<file path="config.mk">
export PLATFORM = sky130hd
export DESIGN_NAME = uart_tx_ctrl_flat
export DESIGN_NICKNAME = d
export VERILOG_FILES = /design/src/rtl/uart_tx_ctrl_pkg.sv /design/src/rtl/uart_tx_ctrl_if.sv /design/src/rtl/uart_tx_serializer.sv /design/src/rtl/uart_tx_ctrl.sv /design/src/flat_wrapper.sv
export SDC_FILE = /design/constraint.sdc
export NUM_CORES = 1
export LEC_CHECK = 0
export CAP_MARGIN = 20
export CORE_ASPECT_RATIO = 1.2
export CORE_MARGIN = 2
export CORE_UTILIZATION = 52
export DETAILED_ROUTE_END_ITERATION = 16
export PLACE_DENSITY = 0.82
export SYNTH_ARGS = -nofsm -noshare
export SYNTH_HDL_FRONTEND = slang
export SYNTH_HIERARCHICAL = 1
export SYNTH_SLANG_ARGS = --single-unit
</file>
<file path="constraint.sdc">
create_clock -name CLK -period 2.6 [get_ports CLK]
set_clock_uncertainty 0.1 [all_clocks]
set_input_delay 0.52 -clock CLK [delete_from_list [all_inputs] [get_ports CLK]]
set_output_delay 0.52 -clock CLK [all_outputs]
set_load 0.005 [all_outputs]
</file>
<file path="src/rtl/uart_tx_ctrl_pkg.sv">
`default_nettype none
// ============================================================
// uart_tx_ctrl_pkg : shared UART TX mux codes and state type
// Rev 1.0
// ============================================================
package uart_tx_ctrl_pkg;

   // Output-mux select codes, shared by the controller and the TX mux
   localparam logic [2:0] MUX_IDLE   = 3'b000;
   localparam logic [2:0] MUX_START  = 3'b001;
   localparam logic [2:0] MUX_DATA   = 3'b010;
   localparam logic [2:0] MUX_PARITY = 3'b011;
   localparam logic [2:0] MUX_STOP   = 3'b100;

   typedef enum logic [2:0] {
      ST_IDLE   = MUX_IDLE,
      ST_START  = MUX_START,
      ST_DATA   = MUX_DATA,
      ST_PARITY = MUX_PARITY,
      ST_STOP   = MUX_STOP
   } tx_state_t;

   function automatic int cnt_width(input int width);
      return (width > 1) ? $clog2(width) : 1;
   endfunction

endpackage
`default_nettype wire

</file>
<file path="src/rtl/uart_tx_ctrl_if.sv">
`default_nettype none
// ============================================================
// uart_tx_ctrl_if : request and status bundle of the TX controller
// Rev 1.0
// ============================================================
interface uart_tx_ctrl_if #(
   parameter int DATA_WIDTH    = 8,
   parameter int MUX_SEL_WIDTH = 3
);
   logic [DATA_WIDTH-1:0]    P_DATA;
   logic                     Data_Valid;
   logic                     PAR_EN;
   logic                     PAR_TYP;
   logic [MUX_SEL_WIDTH-1:0] mux_sel;
   logic                     ser_data;
   logic                     par_bit;
   logic                     busy;

   modport master (
      output P_DATA, Data_Valid, PAR_EN, PAR_TYP,
      input  mux_sel, ser_data, par_bit, busy
   );

   modport slave (
      input  P_DATA, Data_Valid, PAR_EN, PAR_TYP,
      output mux_sel, ser_data, par_bit, busy
   );
endinterface
`default_nettype wire

</file>
<file path="src/rtl/uart_tx_serializer.sv">
`default_nettype none
// ============================================================
// uart_tx_serializer : LSB-first shift register with bit counter
// Rev 1.0
// ============================================================
module uart_tx_serializer
   import uart_tx_ctrl_pkg::*;
#(
   parameter int DATA_WIDTH = 8
) (
   input  wire logic                  CLK,
   input  wire logic                  RST,
   input  wire logic                  load,
   input  wire logic                  enable,
   input  wire logic [DATA_WIDTH-1:0] data,
   output      logic                  ser_bit,
   output      logic                  done
);
   localparam int CNT_W = cnt_width(DATA_WIDTH);
   localparam logic [CNT_W-1:0] LAST_BIT = CNT_W'(DATA_WIDTH - 1);

   logic [DATA_WIDTH-1:0] shreg;
   logic [CNT_W-1:0]      bit_cnt;

   // Counter holds on the last bit so it never wraps inside a frame
   always_ff @(posedge CLK or negedge RST) begin
      if (!RST) begin
         shreg   <= '0;
         bit_cnt <= '0;
      end else if (load) begin
         shreg   <= data;
         bit_cnt <= '0;
      end else if (enable && !done) begin
         shreg   <= shreg >> 1;
         bit_cnt <= bit_cnt + 1'b1;
      end
   end

   assign ser_bit = shreg[0];
   assign done    = (bit_cnt == LAST_BIT);

endmodule
`default_nettype wire

</file>
<file path="src/rtl/uart_tx_ctrl.sv">
`default_nettype none
// ============================================================
// uart_tx_ctrl : UART transmit frame FSM driving the TX output mux
// Rev 1.0
// ============================================================
module uart_tx_ctrl
   import uart_tx_ctrl_pkg::*;
#(
   parameter int DATA_WIDTH    = 8,
   parameter int MUX_SEL_WIDTH = 3
) (
   input wire logic      CLK,
   input wire logic      RST,
   uart_tx_ctrl_if.slave bus
);
   tx_state_t state;
   tx_state_t next_state;
   logic      load;
   logic      shift_en;
   logic      done;
   logic      ser_bit;
   logic      par_en_q;
   logic      par_bit_q;
   logic      busy_q;

   uart_tx_serializer #(
      .DATA_WIDTH (DATA_WIDTH)
   ) u_serializer (
      .CLK     (CLK),
      .RST     (RST),
      .load    (load),
      .enable  (shift_en),
      .data    (bus.P_DATA),
      .ser_bit (ser_bit),
      .done    (done)
   );

   always_ff @(posedge CLK or negedge RST) begin
      if (!RST) begin
         state     <= ST_IDLE;
         busy_q    <= 1'b0;
         par_en_q  <= 1'b0;
         par_bit_q <= 1'b0;
      end else begin
         state  <= next_state;
         busy_q <= (next_state != ST_IDLE);
         if (load) begin
            par_en_q  <= bus.PAR_EN;
            par_bit_q <= (^bus.P_DATA) ^ bus.PAR_TYP;
         end
      end
   end

   // Data_Valid is only honoured in IDLE and STOP; STOP accepts back-to-back
   always_comb begin
      next_state = state;
      load       = 1'b0;
      shift_en   = 1'b0;
      case (state)
         ST_IDLE: begin
            if (bus.Data_Valid) begin
               load       = 1'b1;
               next_state = ST_START;
            end
         end
         ST_START:  next_state = ST_DATA;
         ST_DATA: begin
            shift_en = 1'b1;
            if (done) next_state = par_en_q ? ST_PARITY : ST_STOP;
         end
         ST_PARITY: next_state = ST_STOP;
         ST_STOP: begin
            if (bus.Data_Valid) begin
               load       = 1'b1;
               next_state = ST_START;
            end else begin
               next_state = ST_IDLE;
            end
         end
         default:   next_state = ST_IDLE;
      endcase
   end

   assign bus.mux_sel  = MUX_SEL_WIDTH'(state);
   assign bus.busy     = busy_q;
   assign bus.par_bit  = par_bit_q;
   assign bus.ser_data = (state == ST_DATA) && ser_bit;

endmodule
`default_nettype wire

</file>
<file path="src/flat_wrapper.sv">
// flat-port wrapper written by rule: the top's interface ports become plain ports
module uart_tx_ctrl_flat import uart_tx_ctrl_pkg::*;
#(
   parameter int DATA_WIDTH    = 8,
   parameter int MUX_SEL_WIDTH = 3
)
  (CLK, RST, bus_P_DATA, bus_Data_Valid, bus_PAR_EN, bus_PAR_TYP, bus_mux_sel, bus_ser_data, bus_par_bit, bus_busy);
  uart_tx_ctrl_if #(.DATA_WIDTH(DATA_WIDTH), .MUX_SEL_WIDTH(MUX_SEL_WIDTH)) bus_i ();
  input wire logic CLK;
  input wire logic RST;
  input wire logic [$bits(bus_i.P_DATA)-1:0] bus_P_DATA;
  input wire logic [$bits(bus_i.Data_Valid)-1:0] bus_Data_Valid;
  input wire logic [$bits(bus_i.PAR_EN)-1:0] bus_PAR_EN;
  input wire logic [$bits(bus_i.PAR_TYP)-1:0] bus_PAR_TYP;
  output wire logic [$bits(bus_i.mux_sel)-1:0] bus_mux_sel;
  output wire logic [$bits(bus_i.ser_data)-1:0] bus_ser_data;
  output wire logic [$bits(bus_i.par_bit)-1:0] bus_par_bit;
  output wire logic [$bits(bus_i.busy)-1:0] bus_busy;
  assign bus_i.P_DATA = bus_P_DATA;
  assign bus_i.Data_Valid = bus_Data_Valid;
  assign bus_i.PAR_EN = bus_PAR_EN;
  assign bus_i.PAR_TYP = bus_PAR_TYP;
  assign bus_mux_sel = bus_i.mux_sel;
  assign bus_ser_data = bus_i.ser_data;
  assign bus_par_bit = bus_i.par_bit;
  assign bus_busy = bus_i.busy;
  uart_tx_ctrl #(.DATA_WIDTH(DATA_WIDTH), .MUX_SEL_WIDTH(MUX_SEL_WIDTH)) u_core (.CLK(CLK), .RST(RST), .bus(bus_i));
endmodule
</file>
* Yosys cells after proc, flatten, opt, wreduce, memory -nomap -nowiden
Index checks and enable logic that the tools add are counted.
Operators by class: $mul 0, bitwise logic cells 1, divide/modulo/power cells 0, add/sub/neg operators 1, multiplexer cells 12, shifts and indexed selects 0, magnitude comparators 0, reduce and logical (&&, ||, !) cells 8, equal/unequal tests 5
Operator list (count):
- 8-bit 2-to-1 mux | 2
- 3-bit 2-to-1 mux | 5
- 3-bit case mux with 5 select lines | 1
- 8-bit parity | 1
- 3-bit by 2-bit equality test with 1-bit output, second input constant | 2
- 3-bit equality test, second input constant | 2
- 1-bit 2-to-1 mux | 4
- 3-bit by 1-bit adder with 3-bit output, second input constant | 1
- 3-bit by 1-bit equality test with 1-bit output, second input constant | 1
- 3-bit logical NOT | 1
- 3-bit nonzero test | 1
- 1-bit logical AND | 2
- 2-bit nonzero test | 1
- 2-bit OR reduction | 1
- 1-bit logical NOT | 1
- 1-bit bitwise XOR | 1
Word-level totals: ROM bits 0, memory bits (writable) 0, memories kept 0, logic and storage cells 33, bits in latches 0, register bits 17, bits of input ports 13, output and inout bits 6

* Longest topological paths before layout
depth in word-level cells 5, depth in mapped cells 7, depth with buffers taken out 6

* By module
Netlist, hierarchy kept.
By module, submodules not included:
- uart_tx_serializer | times used 1, cells each 47, area each 530.5 um^2, seq. area each 275.3 um^2
- uart_tx_ctrl | times used 1, cells each 34, area each 330.3 um^2, seq. area each 150.1 um^2

* Worst setup path before layout
OpenSTA, ideal clock, no wires.
path type reg2out, start point reg u_core.state[2] (netlist: u_core/bus.mux_sel[2]), end point out bus_ser_data, arrival 0.933 ns, setup slack 1.047 ns, data required time 1.980 ns, cell stages (with the launch flop) 4, path through dfrtp_1 > nand2b_1 > nor2_1 > and2_1
On the way: longest elaborated chain between the ends 2
RTL lines:
- start: declaration | RTL line uart_tx_ctrl.sv:16 | tx_state_t state;
- start signal: assignment | RTL line uart_tx_ctrl.sv:45 | state <= next_state;
- 3-bit by 2-bit equality test with 1-bit output | RTL line uart_tx_ctrl.sv:87 | assign bus.ser_data = (state == ST_DATA) && ser_bit;
- 1-bit logical AND | RTL line uart_tx_ctrl.sv:87
- end: declaration | RTL line flat_wrapper.sv:16 | output wire logic [$bits(bus_i.ser_data)-1:0] bus_ser_data;
No other way between the ends.

* Worst setup path in the final report
Same ends and word-level chain as after synthesis.

==> key figures <==
Critical path
  • Required time of the critical path: 1.98 ns
  • Critical Path End Type: primary output
  • Worst Path Arrival: 1.80 ns
  • WS Path Type: reg2out
  • Worst Path Max Fanout: 4
  • Crit start category: flop

Global route
  • Global-route wire length before repair: 2420 µm
  • Initial antenna violation count: 0
  • GRT Total Usage: 17.7%
  • Total grt overflow: 0
  • Largest net degree at the start of global routing: 21
  • Vias in the first global route: 609

Power
  • Power Internal: 0.687 mW
  • Switch Pwr: 0.373 mW
  • PD cells: 1000 nW/µm²
  • Clock power frac: 12.6%
  • Flop pwr share: 43.3%
  • Overall power: 1.06 mW
  • Sw frac: 35.2%
  • P_leak: 0.514 nW
  • Maximum vdd drop: 0.000447 V
  • Logic pwr share: 44.1%

CTS
  • Root buf cell: clkbuf_4
  • Worst-path clk slew: 0.09 ns
  • Number of buffers added for setup after CTS: 0
  • CTS H-tree lvls: 1
  • CTS tree: yes
  • CTS resizes: 0
  • Cts bufs inserted: 3
  • TritonCTS Sinks: 17
  • CTS max path bufs: 2
  • Clk_lat worst skew: 0.28 ns
  • Hold-fix buffers, CTS: 0

Synth
  • YS warnings: 6
  • Synthesized flop and latch total: 17
  • Syn Inst Count: 81
  • Sequential share of the synthesized area: 49.4%
  • Synthesized Nets: 96
  • Post-synth cell types: 20
  • Syn avg cell area: 10.6 µm²
  • Cell area after synthesis: 861 µm²

Timing
  • Max Slew Vio Count: 0
  • Max-slew headroom: 51.3%
  • Fmax: 0.413 GHz
  • Setup WS post-layout: 0.178 ns
  • Count of endpoints failing setup in the final report: 0
  • Final Hold Fails: 0
  • Worst-margin pin slew: 0.728 ns
  • Crit path time final: 2.42 ns
  • WHS: 0.390 ns
  • RSZ-0062 raised after global routing: false
  • Total Neg Setup Slack: 0 ns
  • Final worst path period share: 93.1%

Route
  • DR pass1 iterations: 4
  • Drt wl/cell: 12.4 µm
  • Final WL: 1460 µm
  • Vias: 612
  • ANT nets after route: 0
  • DR iter-0 viols: 10
  • DR vias/cell: 5.19
  • DRC: 0

Place
  • Pre-CTS setup slack: 0.492 ns
  • Global placement routability congestion: 0.770
  • I/O Buffers: 18
  • Placed Area: 1030 µm²
  • Hpwl dp: 1150 µm
  • Placed cell count: 114

Layout
  • Share of cells above drive strength 1: 5.00%
  • Finished Core Util: 66.0%
  • Fin area: 1060 µm²
  • Nets: 116
  • Diodes inserted: 0
  • Area grow syn2layout: 22.8%
  • Final cell count without fillers: 118

Hold path
  • Hold Path Class: reg2reg

Die
  • Num ports: 19
  • Core area: 1600 µm²
  • Die Ht: 48.6 µm
  • Initial core utilization: 53.8%
  • Die area: 2000 µm²
  • # rows: 16
  • Die Wd: 41.1 µm

Run
  • Maxcap violations: 0

Outcome
  • Status: finished, final reports clean
sequential cells by signal (all words and copies together) (netlist names):
name,flops
u_core/u_serializer/shreg,8
u_core/bus.mux_sel,3
u_core/u_serializer/bit_cnt,3
u_core/bus.busy,1
u_core/bus.par_bit,1
u_core/par_en_q,1
cell usage in the layout (no fill, tap or decap), drive strengths merged:
| master | netlist | final |
|---|---|---|
| clkbuf | 0 | 4 |
| nand2b | 2 | 2 |
| inv | 4 | 4 |
| nand3 | 2 | 2 |
| a21oi | 1 | 1 |
| mux2 | 1 | 1 |
| dfrtp | 17 | 17 |
| xor2 | 3 | 3 |
| xnor3 | 1 | 1 |
| xnor2 | 4 | 4 |
| o21ai | 11 | 11 |
| and2 | 1 | 1 |
| nand2 | 12 | 12 |
| nor2 | 7 | 7 |
| clkdlybuf4s50 | 0 | 18 |
| ha | 2 | 2 |
| mux2i | 10 | 10 |
per-layer routing:
metal / share of wire, % / GRT usage (%)
met2: 52 / 28.6
met4: 1.4 / 9.68
met1: 41 / 21.1
met3: 5.6 / 2.75
met5: 0 / 0
synthesized netlist by cell type:
master    instances  area, µm²
nand3_1           2       10.0
a21oi_1           1       5.00
nor2_1            7       26.3
dfrtp_1          17        425
xnor3_1           1       22.5
nand2_1          12       45.0
mux2i_1          10        100
nand2b_1          1       6.26
o21ai_1           7       35.0
buf_12            1       20.0
xnor2_1           4       35.0
ha_1              2       25.0
buf_2             1       5.00
inv_1             4       15.0
nand2b_4          1       13.8
and2_1            1       6.26
xor2_1            3       26.3
o21ai_0           4       20.0
buf_4             1       7.51
mux2_2            1       11.3
worst max-delay path, cell delays in order, from the launching register on:
cell	delay, ns
dfrtp_1	0.42
nand2b_1	0.17
nor2_1	0.27
and2_1	0.17
clkdlybuf4s50_1	0.49
cell type report:
| type | count | area [µm²] |
|---|---|---|
| tap | 18 | 22.5 |
| inverter | 4 | 15.0 |
| clock buffer | 4 | 26.3 |
| multi-input combinational | 57 | 388 |
| sequential | 17 | 425 |
| fill | 133 | 544 |
| timing repair buffer | 18 | 180 |
cells by family (layout without fill, tap and decap cells):
| logic type | after synthesis | count (layout) | synth area share [%] |
|---|---|---|---|
| AOI/OAI and AO/OA | 12 | 12 | 6.98 |
| xor gates and xnor gates | 8 | 8 | 9.74 |
| adders and majority gates | 2 | 2 | 2.91 |
| buffers and inverters | 7 | 26 | 5.52 |
| DFF | 17 | 17 | 49.4 |
| muxes | 11 | 11 | 12.9 |
| and+or+nand+nor | 24 | 24 | 12.5 |
final timing paths:
check / start / end / slack [ns] / cells past startpoint
max: u_core/bus.mux_sel[2]$_DFF_PN0_ / bus_ser_data / 0.18 / 4
min: u_core/bus.mux_sel[2]$_DFF_PN0_ / u_core/bus.mux_sel[1]$_DFF_PN0_ / 0.39 / 1
max reg2reg: u_core/bus.mux_sel[0]$_DFF_PN0_ / u_core/u_serializer/shreg[3]$_DFFE_PN0P_ / 0.92 / 4
min reg2reg: u_core/bus.mux_sel[2]$_DFF_PN0_ / u_core/bus.mux_sel[1]$_DFF_PN0_ / 0.39 / 1
max in group asynchronous: RST / u_core/bus.mux_sel[0]$_DFF_PN0_ / 1.37 / 1
min in group asynchronous: RST / u_core/u_serializer/bit_cnt[0]$_DFFE_PN0P_ / 0.57 / 1
power by group through the flow:
stage                     clock network, mW  registers [mW]  logic [mW]
after floorplan                           0           0.449       0.364
after global placement                    0           0.459       0.452
after detailed placement                  0           0.465       0.472
after CTS                             0.140           0.460       0.472
after global routing                  0.152           0.478       0.516
final                                 0.134           0.459       0.468
Note: power is estimated with default switching activity, not from simulation.
